`src/rtl/alu_pipe_md.sv`:
```
// -----------------------------------------------------------------------------
// alu_pipe_md
//   EX-stage ALU with valid/ready handshaking on both sides, a tag carried
//   alongside each operation, a single-cycle multiplier and a WIDTH-cycle
//   restoring divider for the RISC-V DIV/DIVU/REM/REMU family.
//
//   Pipeline: S1 input register -> EX (combinational, or divider FSM) ->
//   output register. Delivery is strictly in order: while a divide occupies
//   S1 nothing behind it can move.
//
// Ports
//   clk, rst        clock; synchronous active-high reset
//   in_valid/ready  input handshake; in_a, in_b, in_op, in_tag payload
//   out_valid/ready output handshake; out_result, out_tag payload
//   out_carry, out_overflow, out_zero, out_negative  flags of out_result
//   busy            divider FSM is not idle
// -----------------------------------------------------------------------------
module alu_pipe_md #(
    parameter int WIDTH = 32,
    parameter int TAG_W = 5
) (
    input  logic             clk,
    input  logic             rst,
    input  logic             in_valid,
    output logic             in_ready,
    input  logic [WIDTH-1:0] in_a,
    input  logic [WIDTH-1:0] in_b,
    input  logic [3:0]       in_op,
    input  logic [TAG_W-1:0] in_tag,
    output logic             out_valid,
    input  logic             out_ready,
    output logic [WIDTH-1:0] out_result,
    output logic [TAG_W-1:0] out_tag,
    output logic             out_carry,
    output logic             out_overflow,
    output logic             out_zero,
    output logic             out_negative,
    output logic             busy
);

    localparam int SHW = $clog2(WIDTH);

    localparam logic [3:0] OP_ADD   = 4'b0000;
    localparam logic [3:0] OP_SUB   = 4'b0001;
    localparam logic [3:0] OP_AND   = 4'b0010;
    localparam logic [3:0] OP_OR    = 4'b0011;
    localparam logic [3:0] OP_XOR   = 4'b0100;
    localparam logic [3:0] OP_SLL   = 4'b0101;
    localparam logic [3:0] OP_SLT   = 4'b0110;
    localparam logic [3:0] OP_SLTU  = 4'b0111;
    localparam logic [3:0] OP_SRL   = 4'b1000;
    localparam logic [3:0] OP_SRA   = 4'b1001;
    localparam logic [3:0] OP_MUL   = 4'b1010;
    localparam logic [3:0] OP_MULHU = 4'b1011;

    typedef enum logic [1:0] {
        DIV_IDLE,
        DIV_RUN,
        DIV_DONE
    } div_state_t;

    // S1 register
    logic             s1_valid;
    logic [WIDTH-1:0] s1_a;
    logic [WIDTH-1:0] s1_b;
    logic [3:0]       s1_op;
    logic [TAG_W-1:0] s1_tag;

    // Divider state
    div_state_t       div_state;
    div_state_t       div_state_next;
    logic [WIDTH-1:0] div_rem;
    logic [WIDTH-1:0] div_quo;
    logic [WIDTH-1:0] div_dvsr;
    logic [SHW-1:0]   div_cnt;
    logic             div_q_neg;
    logic             div_r_neg;

    // Handshake
    logic s1_is_div;
    logic s1_signed;
    logic s1_rem_op;
    logic out_free;
    logic s1_adv;
    logic accept;

    // Opcodes 11xx are the divide family; op[1] selects signed, op[0] remainder.
    assign s1_is_div = s1_op[3] & s1_op[2];
    assign s1_signed = s1_op[1];
    assign s1_rem_op = s1_op[0];

    assign out_free = !out_valid || out_ready;
    assign s1_adv   = s1_valid && out_free && (!s1_is_div || div_state == DIV_DONE);
    assign in_ready = !s1_valid || s1_adv;
    assign accept   = in_valid && in_ready;
    assign busy     = (div_state != DIV_IDLE);

    // ---------------------------------------------------------------- S1 stage
    // NOTE: sequential state is always assigned with <= so every flop samples
    // the pre-edge values of its neighbours, regardless of block ordering.
    always_ff @(posedge clk) begin
        if (rst) begin
            s1_valid <= 1'b0;
        end else if (accept) begin
            s1_valid <= 1'b1;
        end else if (s1_adv) begin
            s1_valid <= 1'b0;
        end
    end

    // NOTE: payload flops carry no reset; s1_valid qualifies them, so their
    // power-up contents are never observed.
    always_ff @(posedge clk) begin
        if (accept) begin
            s1_a   <= in_a;
            s1_b   <= in_b;
            s1_op  <= in_op;
            s1_tag <= in_tag;
        end
    end

    // ----------------------------------------------------------- divider FSM
    always_ff @(posedge clk) begin
        if (rst) begin
            div_state <= DIV_IDLE;
        end else begin
            div_state <= div_state_next;
        end
    end

    // NOTE: every signal written in an always_comb gets a default first, so no
    // path through the block can leave it unassigned and infer a latch.
    always_comb begin
        div_state_next = div_state;
        case (div_state)
            DIV_IDLE: if (s1_valid && s1_is_div) div_state_next = DIV_RUN;
            DIV_RUN:  if (div_cnt == '0)         div_state_next = DIV_DONE;
            DIV_DONE: if (out_free)              div_state_next = DIV_IDLE;
            default:                             div_state_next = DIV_IDLE;
        endcase
    end

    // One restoring step: shift the next dividend bit into the partial
    // remainder and subtract the divisor if it fits.
    logic [WIDTH:0]   trial;
    logic [WIDTH:0]   diff;
    logic [WIDTH-1:0] step_rem;
    logic [WIDTH-1:0] step_quo;

    always_comb begin
        trial = {div_rem, div_quo[WIDTH-1]};
        diff  = trial - {1'b0, div_dvsr};
        if (!diff[WIDTH]) begin
            step_rem = diff[WIDTH-1:0];
            step_quo = {div_quo[WIDTH-2:0], 1'b1};
        end else begin
            step_rem = trial[WIDTH-1:0];
            step_quo = {div_quo[WIDTH-2:0], 1'b0};
        end
    end

    logic [WIDTH-1:0] a_mag;
    logic [WIDTH-1:0] b_mag;

    // The most-negative value negates to itself, which is its correct
    // unsigned magnitude.
    assign a_mag = (s1_signed && s1_a[WIDTH-1]) ? -s1_a : s1_a;
    assign b_mag = (s1_signed && s1_b[WIDTH-1]) ? -s1_b : s1_b;

    always_ff @(posedge clk) begin
        case (div_state)
            DIV_IDLE: begin
                if (s1_valid && s1_is_div) begin
                    div_quo   <= a_mag;
                    div_dvsr  <= b_mag;
                    div_rem   <= '0;
                    div_cnt   <= SHW'(WIDTH - 1);
                    div_q_neg <= s1_signed & (s1_a[WIDTH-1] ^ s1_b[WIDTH-1]);
                    div_r_neg <= s1_signed & s1_a[WIDTH-1];
                end
            end
            DIV_RUN: begin
                div_rem <= step_rem;
                div_quo <= step_quo;
                div_cnt <= div_cnt - 1'b1;
            end
            default: ;
        endcase
    end

    // Signed fix-up. Divide-by-zero is forced explicitly because the sign
    // correction would otherwise corrupt it. MIN / -1 needs no special case:
    // |MIN| / 1 = MIN with a positive quotient sign, remainder 0.
    logic [WIDTH-1:0] div_result;

    always_comb begin
        if (s1_b == '0) begin
            div_result = s1_rem_op ? s1_a : '1;
        end else if (s1_rem_op) begin
            div_result = div_r_neg ? -div_rem : div_rem;
        end else begin
            div_result = div_q_neg ? -div_quo : div_quo;
        end
    end

    // ------------------------------------------------------------------- EX
    logic [WIDTH:0]     add_ext;
    logic [WIDTH-1:0]   sub_res;
    logic [2*WIDTH-1:0] prod;
    logic [SHW-1:0]     shamt;
    logic [WIDTH-1:0]   ex_result;
    logic               ex_carry;
    logic               ex_overflow;

    assign add_ext = {1'b0, s1_a} + {1'b0, s1_b};
    assign sub_res = s1_a - s1_b;
    assign prod    = {{WIDTH{1'b0}}, s1_a} * {{WIDTH{1'b0}}, s1_b};
    assign shamt   = s1_b[SHW-1:0];

    always_comb begin
        ex_result   = '0;
        ex_carry    = 1'b0;
        ex_overflow = 1'b0;
        case (s1_op)
            OP_ADD: begin
                ex_result   = add_ext[WIDTH-1:0];
                ex_carry    = add_ext[WIDTH];
                ex_overflow = (s1_a[WIDTH-1] == s1_b[WIDTH-1]) &&
                              (add_ext[WIDTH-1] != s1_a[WIDTH-1]);
            end
            OP_SUB: begin
                ex_result   = sub_res;
                ex_carry    = (s1_a >= s1_b);
                ex_overflow = (s1_a[WIDTH-1] != s1_b[WIDTH-1]) &&
                              (sub_res[WIDTH-1] != s1_a[WIDTH-1]);
            end
            OP_AND:   ex_result = s1_a & s1_b;
            OP_OR:    ex_result = s1_a | s1_b;
            OP_XOR:   ex_result = s1_a ^ s1_b;
            OP_SLL:   ex_result = s1_a << shamt;
            OP_SLT:   ex_result = {{(WIDTH-1){1'b0}}, ($signed(s1_a) < $signed(s1_b))};
            OP_SLTU:  ex_result = {{(WIDTH-1){1'b0}}, (s1_a < s1_b)};
            OP_SRL:   ex_result = s1_a >> shamt;
            OP_SRA:   ex_result = $unsigned($signed(s1_a) >>> shamt);
            OP_MUL:   ex_result = prod[WIDTH-1:0];
            OP_MULHU: ex_result = prod[2*WIDTH-1:WIDTH];
            default:  ex_result = div_result;
        endcase
    end

    // ------------------------------------------------------- output register
    always_ff @(posedge clk) begin
        if (rst) begin
            out_valid    <= 1'b0;
            out_result   <= '0;
            out_tag      <= '0;
            out_carry    <= 1'b0;
            out_overflow <= 1'b0;
            out_zero     <= 1'b0;
            out_negative <= 1'b0;
        end else if (s1_adv) begin
            out_valid    <= 1'b1;
            out_result   <= ex_result;
            out_tag      <= s1_tag;
            out_carry    <= ex_carry;
            out_overflow <= ex_overflow;
            out_zero     <= (ex_result == '0);
            out_negative <= ex_result[WIDTH-1];
        end else if (out_ready) begin
            out_valid    <= 1'b0;
        end
    end

endmodule

```
`config.mk`:
```
export PLATFORM = sky130hd
export DESIGN_NAME = alu_pipe_md
export DESIGN_NICKNAME = d
export VERILOG_FILES = /design/src/rtl/alu_pipe_md.sv
export SDC_FILE = /design/constraint.sdc
export NUM_CORES = 2
export LEC_CHECK = 0
export BUFFER_PORTS_ARGS = -buffer_cell sky130_fd_sc_hd__buf_2
export CORE_UTILIZATION = 39
export CTS_CLUSTER_DIAMETER = 80
export CTS_CLUSTER_SIZE = 25
export DETAILED_ROUTE_END_ITERATION = 8
export PLACE_DENSITY = 0.59
export SYNTH_ARGS = -nofsm -noshare
export SYNTH_HDL_FRONTEND = slang
export SYNTH_SLANG_ARGS = --single-unit
```
`constraint.sdc`:
```
create_clock -name clk -period 20.3 [get_ports clk]
set_input_delay 0 -clock clk [delete_from_list [all_inputs] [get_ports clk]]
set_output_delay 0 -clock clk [all_outputs]
set_load 0.01 [all_outputs]
```
Word-level counts from Yosys, hierarchy flattened:

Index checks and enable logic that the tools add are counted.

* register bits: 221
* output and inout port bits: 44

* eq/ne operators: 20
* $add $sub $neg: 8
* muxes and demuxes: 26
* $lt $le $gt $ge: 3
* bitwise logic cells: 7
* reductions and logical operators: 26
* multipliers: 1
* shift operators: 3

Operators with widths (number)
* $pmux W32 S12: 1
* $mux W32: 10
* $neg A32 Y32: 4
* $pmux W32 S2: 2
* $logic_not A32 Y1: 2
* $lt A32 B32 Y1: 2
* $mul A32 B32 Y64: 1
* $add A32 B32 Y33: 1
* $sub A33 B32 Y33: 1
* $and A32 B32 Y32: 1
* $ge A32 B32 Y1: 1
* $or A32 B32 Y32: 1
* $shl A32 B5 Y32: 1
* $shr A32 B5 Y32: 1
* $sshr A32 B5 Y32: 1
* $sub A32 B32 Y32: 1
* $xor A32 B32 Y32: 1
* $eq A4 B3 Y1 const B: 4
* $eq A4 B4 Y1 const B: 4
* $pmux W5 S2: 1
* $eq A4 B2 Y1 const B: 2
* $logic_and A1 B1 Y1: 8
* $reduce_bool A2 Y1: 4
* $mux W2: 3
* other kinds (20): 36

Logic depth before layout (Yosys ltp):

* word-level depth: 7
* mapped depth: 34

Least setup slack after synthesis:

Ideal clock, no wire load.

* path type: reg-to-reg
* start: register s1_b[2]
* end: register out_zero
* setup time: 0.115 ns
* path buffers: 5
* data arrival time: 9.028 ns
* clock period less this slack: 9.143 ns
* path slack: 11.157 ns
* cell stages (with the launch flop): 29
* cells stage by stage: edfxtp_1 > inv_2 > buf_1 > clkbuf_1 > buf_1 > buf_1 > nor2_1 > fa_1 > inv_1 > fa_1 > fa_1 > fa_1 > inv_1 > fa_1 > fa_1 > fa_1 > fa_1 > ha_1 > clkbuf_1 > nand4_1 > nor4_1 > o211ai_1 > a2111oi_1 > or2_2 > or4b_1 > and4b_1 > nand4_1 > nor4_1 > a31o_1

* cells in the longest elaborated chain, start to end: 4
* elaborated cells between the ends (all ways): 15

RTL lines
* start: declaration: RTL line 65 `logic [WIDTH-1:0] s1_b;`
* start signal: assignment: RTL line 116 `s1_b <= in_b;`
* branches (longest 2 deep; another with $mul A32 B32 Y64)
* $pmux W32 S12 *: RTL line 224 `case (s1_op)`
* $logic_not A32 Y1 *: RTL line 267 `out_zero <= (ex_result == '0);`
* end signal: assignment: RTL line 267
* end: declaration: RTL line 36 `output logic out_zero,`

Every way passes the cells marked *.
A chain may end at the register's enable or synchronous reset.

Worst setup path in the final report:

* start: register s1_b[12]
* end: register out_zero

Same word-level chain as after synthesis.

==> run_summary.xml <==
<?xml version="1.0" encoding="UTF-8"?>
<metrics>
  <group name="run_status">
    <metric name="run_status" unit="">finished with violations</metric>
    <metric name="violations" unit="">max-capacitance violations, max-slew violations</metric>
  </group>
  <group name="cells_and_area">
    <metric name="area.sequential" unit="mm²">0.006166</metric>
    <metric name="n_fill_cell" unit="">14120</metric>
    <metric name="nets" unit="">7969</metric>
    <metric name="most_frequent_cells_in_the_layout" unit="">inv_1 (973), nor2_1 (908), fa_1 (898)</metric>
    <metric name="mostFrequentLayoutCell" unit="">inv_1</metric>
    <metric name="final_layout_size_suffix_gt1_share" unit="%">8.102</metric>
    <metric name="multiInputGateArea" unit="mm²">0.04371</metric>
    <metric name="syn2layout_area_growth" unit="%">8.768</metric>
  </group>
  <group name="worst_setup_path">
    <metric name="slowest_stage" unit="">nor4_1</metric>
    <metric name="setup.worst_path.start" unit="">s1_b[12]</metric>
    <metric name="worst_ep_required_time" unit="ns">20.92</metric>
    <metric name="timing.critical_path.fanout_max" unit="">22</metric>
    <metric name="crit_path_frequent_cell" unit="">fa_1</metric>
    <metric name="crit_buf_inv" unit="">4</metric>
    <metric name="cp_num_cells" unit="">26</metric>
    <metric name="critPathTopFamily" unit="">adder cells</metric>
    <metric name="worstRegToRegCells" unit="">26</metric>
    <metric name="cpPeakStageDelay" unit="ns">1.25</metric>
    <metric name="setup.worst_path.end_class" unit="">flop</metric>
    <metric name="start_kind" unit="">flop</metric>
    <metric name="reg_to_reg_setup_timing_slack" unit="ns">9.05</metric>
    <metric name="crit-reg2reg-launch" unit="">s1_b[12]</metric>
    <metric name="reg2reg_to" unit="">out_zero</metric>
    <metric name="timing.critical_path.to" unit="">out_zero</metric>
    <metric name="data_arrival_time_of_the_worst_path" unit="ns">11.87</metric>
    <metric name="critical_path_class" unit="">reg -&gt; reg</metric>
  </group>
  <group name="logic_synthesis">
    <metric name="synthesis.area" unit="mm²">0.05528</metric>
    <metric name="syn_nets" unit="">7958</metric>
    <metric name="synthArstFlopShare" unit="%">0</metric>
    <metric name="netlist_top_cells_area" unit="">fa_1 (33%), edfxtp_1 (9.6%), ha_1 (9.0%), inv_1 (6.7%), nor2_1 (6.2%)</metric>
    <metric name="ys.flop_type" unit="">edfxtp_1</metric>
    <metric name="syn_inst" unit="">6584</metric>
    <metric name="synth_xor_xnor_area_share" unit="%">3.137</metric>
    <metric name="yosysTopAreaCell" unit="">fa_1</metric>
    <metric name="yosys.area.top_type_share" unit="%">32.52</metric>
    <metric name="share_of_synthesized_area_occupied_by_flip_flops_and_latches" unit="%">11.15</metric>
    <metric name="yosys_register_bits" unit="">220</metric>
    <metric name="synth_simple_gate_area_share" unit="%">17.08</metric>
    <metric name="synth_fa_ha_area_share" unit="%">41.55</metric>
    <metric name="ys_types" unit="">100</metric>
    <metric name="number_of_synthesized_flops_with_an_enable_pin" unit="">176</metric>
    <metric name="largest_family_of_logic_cells_by_synthesized_area" unit="">adder cells</metric>
    <metric name="postSynthAreaPerCell" unit="µm²">8.397</metric>
    <metric name="synth-compound-area-share" unit="%">13.41</metric>
    <metric name="ys.warnings.count" unit="">0</metric>
    <metric name="synth_mux_area_share" unit="%">3.687</metric>
  </group>
  <group name="drt">
    <metric name="avgViaCountPerCell" unit="">6.189</metric>
    <metric name="drt_wirelength" unit="µm">294600</metric>
    <metric name="dr.pass1.iters" unit="">6</metric>
    <metric name="ant_nets" unit="">0</metric>
    <metric name="drt_drc_violations_left" unit="">0</metric>
    <metric name="dr.first_iter.drc_count" unit="">6639</metric>
    <metric name="dr_total_vias" unit="">52620</metric>
    <metric name="wl_per_cell" unit="µm">34.65</metric>
  </group>
  <group name="place">
    <metric name="place.port_buffers" unit="">120</metric>
    <metric name="place_hpwl" unit="µm">232000</metric>
    <metric name="globalplace.congestion" unit="">1.106</metric>
  </group>
  <group name="global_route">
    <metric name="grt_start_max_net_pins" unit="">90</metric>
    <metric name="globalRoute.totalOverflow" unit="">0</metric>
    <metric name="track_usage" unit="%">41.26</metric>
    <metric name="number_of_antenna_violations_at_the_first_check_in_global_routing" unit="">25</metric>
    <metric name="global_route_wire_length_before_repair" unit="µm">412600</metric>
    <metric name="via_count_of_the_first_global_routing_pass" unit="">52720</metric>
  </group>
  <group name="floorplanning">
    <metric name="rows" unit="">137</metric>
    <metric name="core" unit="mm²">0.1400</metric>
    <metric name="die_area" unit="mm²">0.1433</metric>
    <metric name="i_o_pins" unit="">121</metric>
    <metric name="initial_core_util" unit="%">39.48</metric>
    <metric name="floorplan.die.height" unit="µm">378.5</metric>
    <metric name="die_width" unit="µm">378.5</metric>
  </group>
  <group name="run">
    <metric name="cap_violations" unit="">2</metric>
  </group>
  <group name="cts">
    <metric name="ctsHoldBuffers" unit="">80</metric>
    <metric name="cts_inserted_buffers" unit="">27</metric>
    <metric name="post_cts.repair.setup_buffers" unit="">0</metric>
    <metric name="cts_tree" unit="">built</metric>
    <metric name="cts_sink_cnt" unit="">220</metric>
    <metric name="clkSlewWorstSetupHoldPaths" unit="ns">0.10</metric>
    <metric name="clock_tree.buffer_depth" unit="">3</metric>
    <metric name="cts_root_buf" unit="">clkbuf_16</metric>
    <metric name="cts.htree.levels" unit="">1</metric>
    <metric name="cts_resized" unit="">0</metric>
    <metric name="later_pin_clock_latency_in_the_skew_report" unit="ns">0.67</metric>
  </group>
  <group name="sta">
    <metric name="tightestPinTransition" unit="ns">1.550</metric>
    <metric name="report.final.setup_viol" unit="">0</metric>
    <metric name="finalHoldViolations" unit="">0</metric>
    <metric name="maxSlewViolCount" unit="">2</metric>
    <metric name="min_period_over_period" unit="%">55.43</metric>
    <metric name="totalNegativeSetupSlack" unit="ns">0</metric>
    <metric name="timing.final.crit_period" unit="ns">11.25</metric>
    <metric name="grt_setup_unrepaired" unit="">false</metric>
    <metric name="max_slew_margin" unit="%">-4.954</metric>
    <metric name="skew" unit="ns">0.02718</metric>
    <metric name="max_freq" unit="MHz">88.87</metric>
  </group>
  <group name="hold_path">
    <metric name="class_of_the_tightest_hold_or_removal_check" unit="">in -&gt; reg</metric>
  </group>
</metrics>
## per-layer routing
| metal | GRT usage [%] | part of all wire, % | vias to the layer above |
|---|---|---|---|
| met5 | 0 | 0.031 | - |
| met4 | 25.25 | 7.7 | 12 |
| met3 | 10.73 | 11 | 753 |
| met2 | 59.77 | 41 | 3319 |
| met1 | 54.79 | 40 | 26920 |
| li1 | - | - | 21620 |
## stage by stage
| step | util (%) | hold slack [ns] | std cells | setup slack, ns | area [µm²] |
|---|---|---|---|---|---|
| floorplan | - | 0.09887 | 6584 | 11.16 | 55280 |
| global placement | 41.61 | 0.1759 | 8362 | 9.456 | 58270 |
| detailed placement | 41.61 | 0.1781 | 8362 | 9.384 | 58270 |
| CTS | 42.92 | 0.005265 | 8492 | 9.394 | 60100 |
| global route | 42.92 | 0.03352 | 8492 | 9.018 | 60110 |
| finish | 42.94 | 0.04277 | 8502 | 9.047 | 60130 |
## final cells by class
class | instances | area share, %
Clock inverter | 22 | 0.5639
Tap cell | 1876 | 3.904
Antenna cell | 10 | 0.04162
Clock buffer | 28 | 1.147
Inverter | 1015 | 6.336
Multi-Input combinational cell | 4917 | 72.69
Sequential cell | 220 | 10.25
Timing Repair Buffer | 414 | 5.065
## worst min path at each step
| stage | from | to | slack (ns) | cells after the start |
|---|---|---|---|---|
| 2_1_floorplan | in_a[0] | s1_a[0] | 0.1 | 0 |
| 4_1_cts | in_tag[1] | s1_tag[1] | 0.005 | 2 |
| 3_3_place_gp | in_b[17] | s1_b[17] | 0.18 | 1 |
| 5_1_grt | in_b[4] | s1_b[4] | 0.03 | 2 |
| 6_report | in_b[4] | s1_b[4] | 0.04 | 2 |
| 3_5_place_dp | in_b[21] | s1_b[21] | 0.18 | 1 |
## state kept, by name, summed over array words and instances (netlist names)
signal        count
div_dvsr         32
div_quo          32
div_rem          32
out_result       32
s1_a             32
s1_b             32
div_cnt           5
out_tag           5
s1_tag            5
s1_op             4
div_state         2
div_q_neg         1
div_r_neg         1
out_carry         1
out_overflow      1
out_valid         1
out_zero          1
s1_valid          1
## synthesized netlist by cell type (48+ instances only)
| cell | instances |
|---|---|
| inv_1 | 988 |
| nor2_1 | 912 |
| fa_1 | 898 |
| nand2_1 | 730 |
| ha_1 | 399 |
| clkbuf_1 | 319 |
| a21oi_1 | 266 |
| o21ai_0 | 230 |
| edfxtp_1 | 176 |
| xnor2_1 | 142 |
| nor3_1 | 93 |
| mux2i_1 | 90 |
| a211oi_1 | 84 |
| buf_1 | 84 |
| nand3_1 | 71 |
| nand4_1 | 56 |
| xor2_1 | 56 |
| a21o_1 | 54 |
| nor4_1 | 48 |
## logic make-up after synthesis
kind of cell | after synthesis
buffers and inverters | 1447
xor gates and xnor gates | 198
and+or+nand+nor | 2159
AOI/OAI and AO/OA | 1111
muxes | 152
DFF | 220
adders and majority gates | 1297
Power is not shown: default switching activity piles up to over one toggle a cycle in this logic, so the estimate is an artifact.
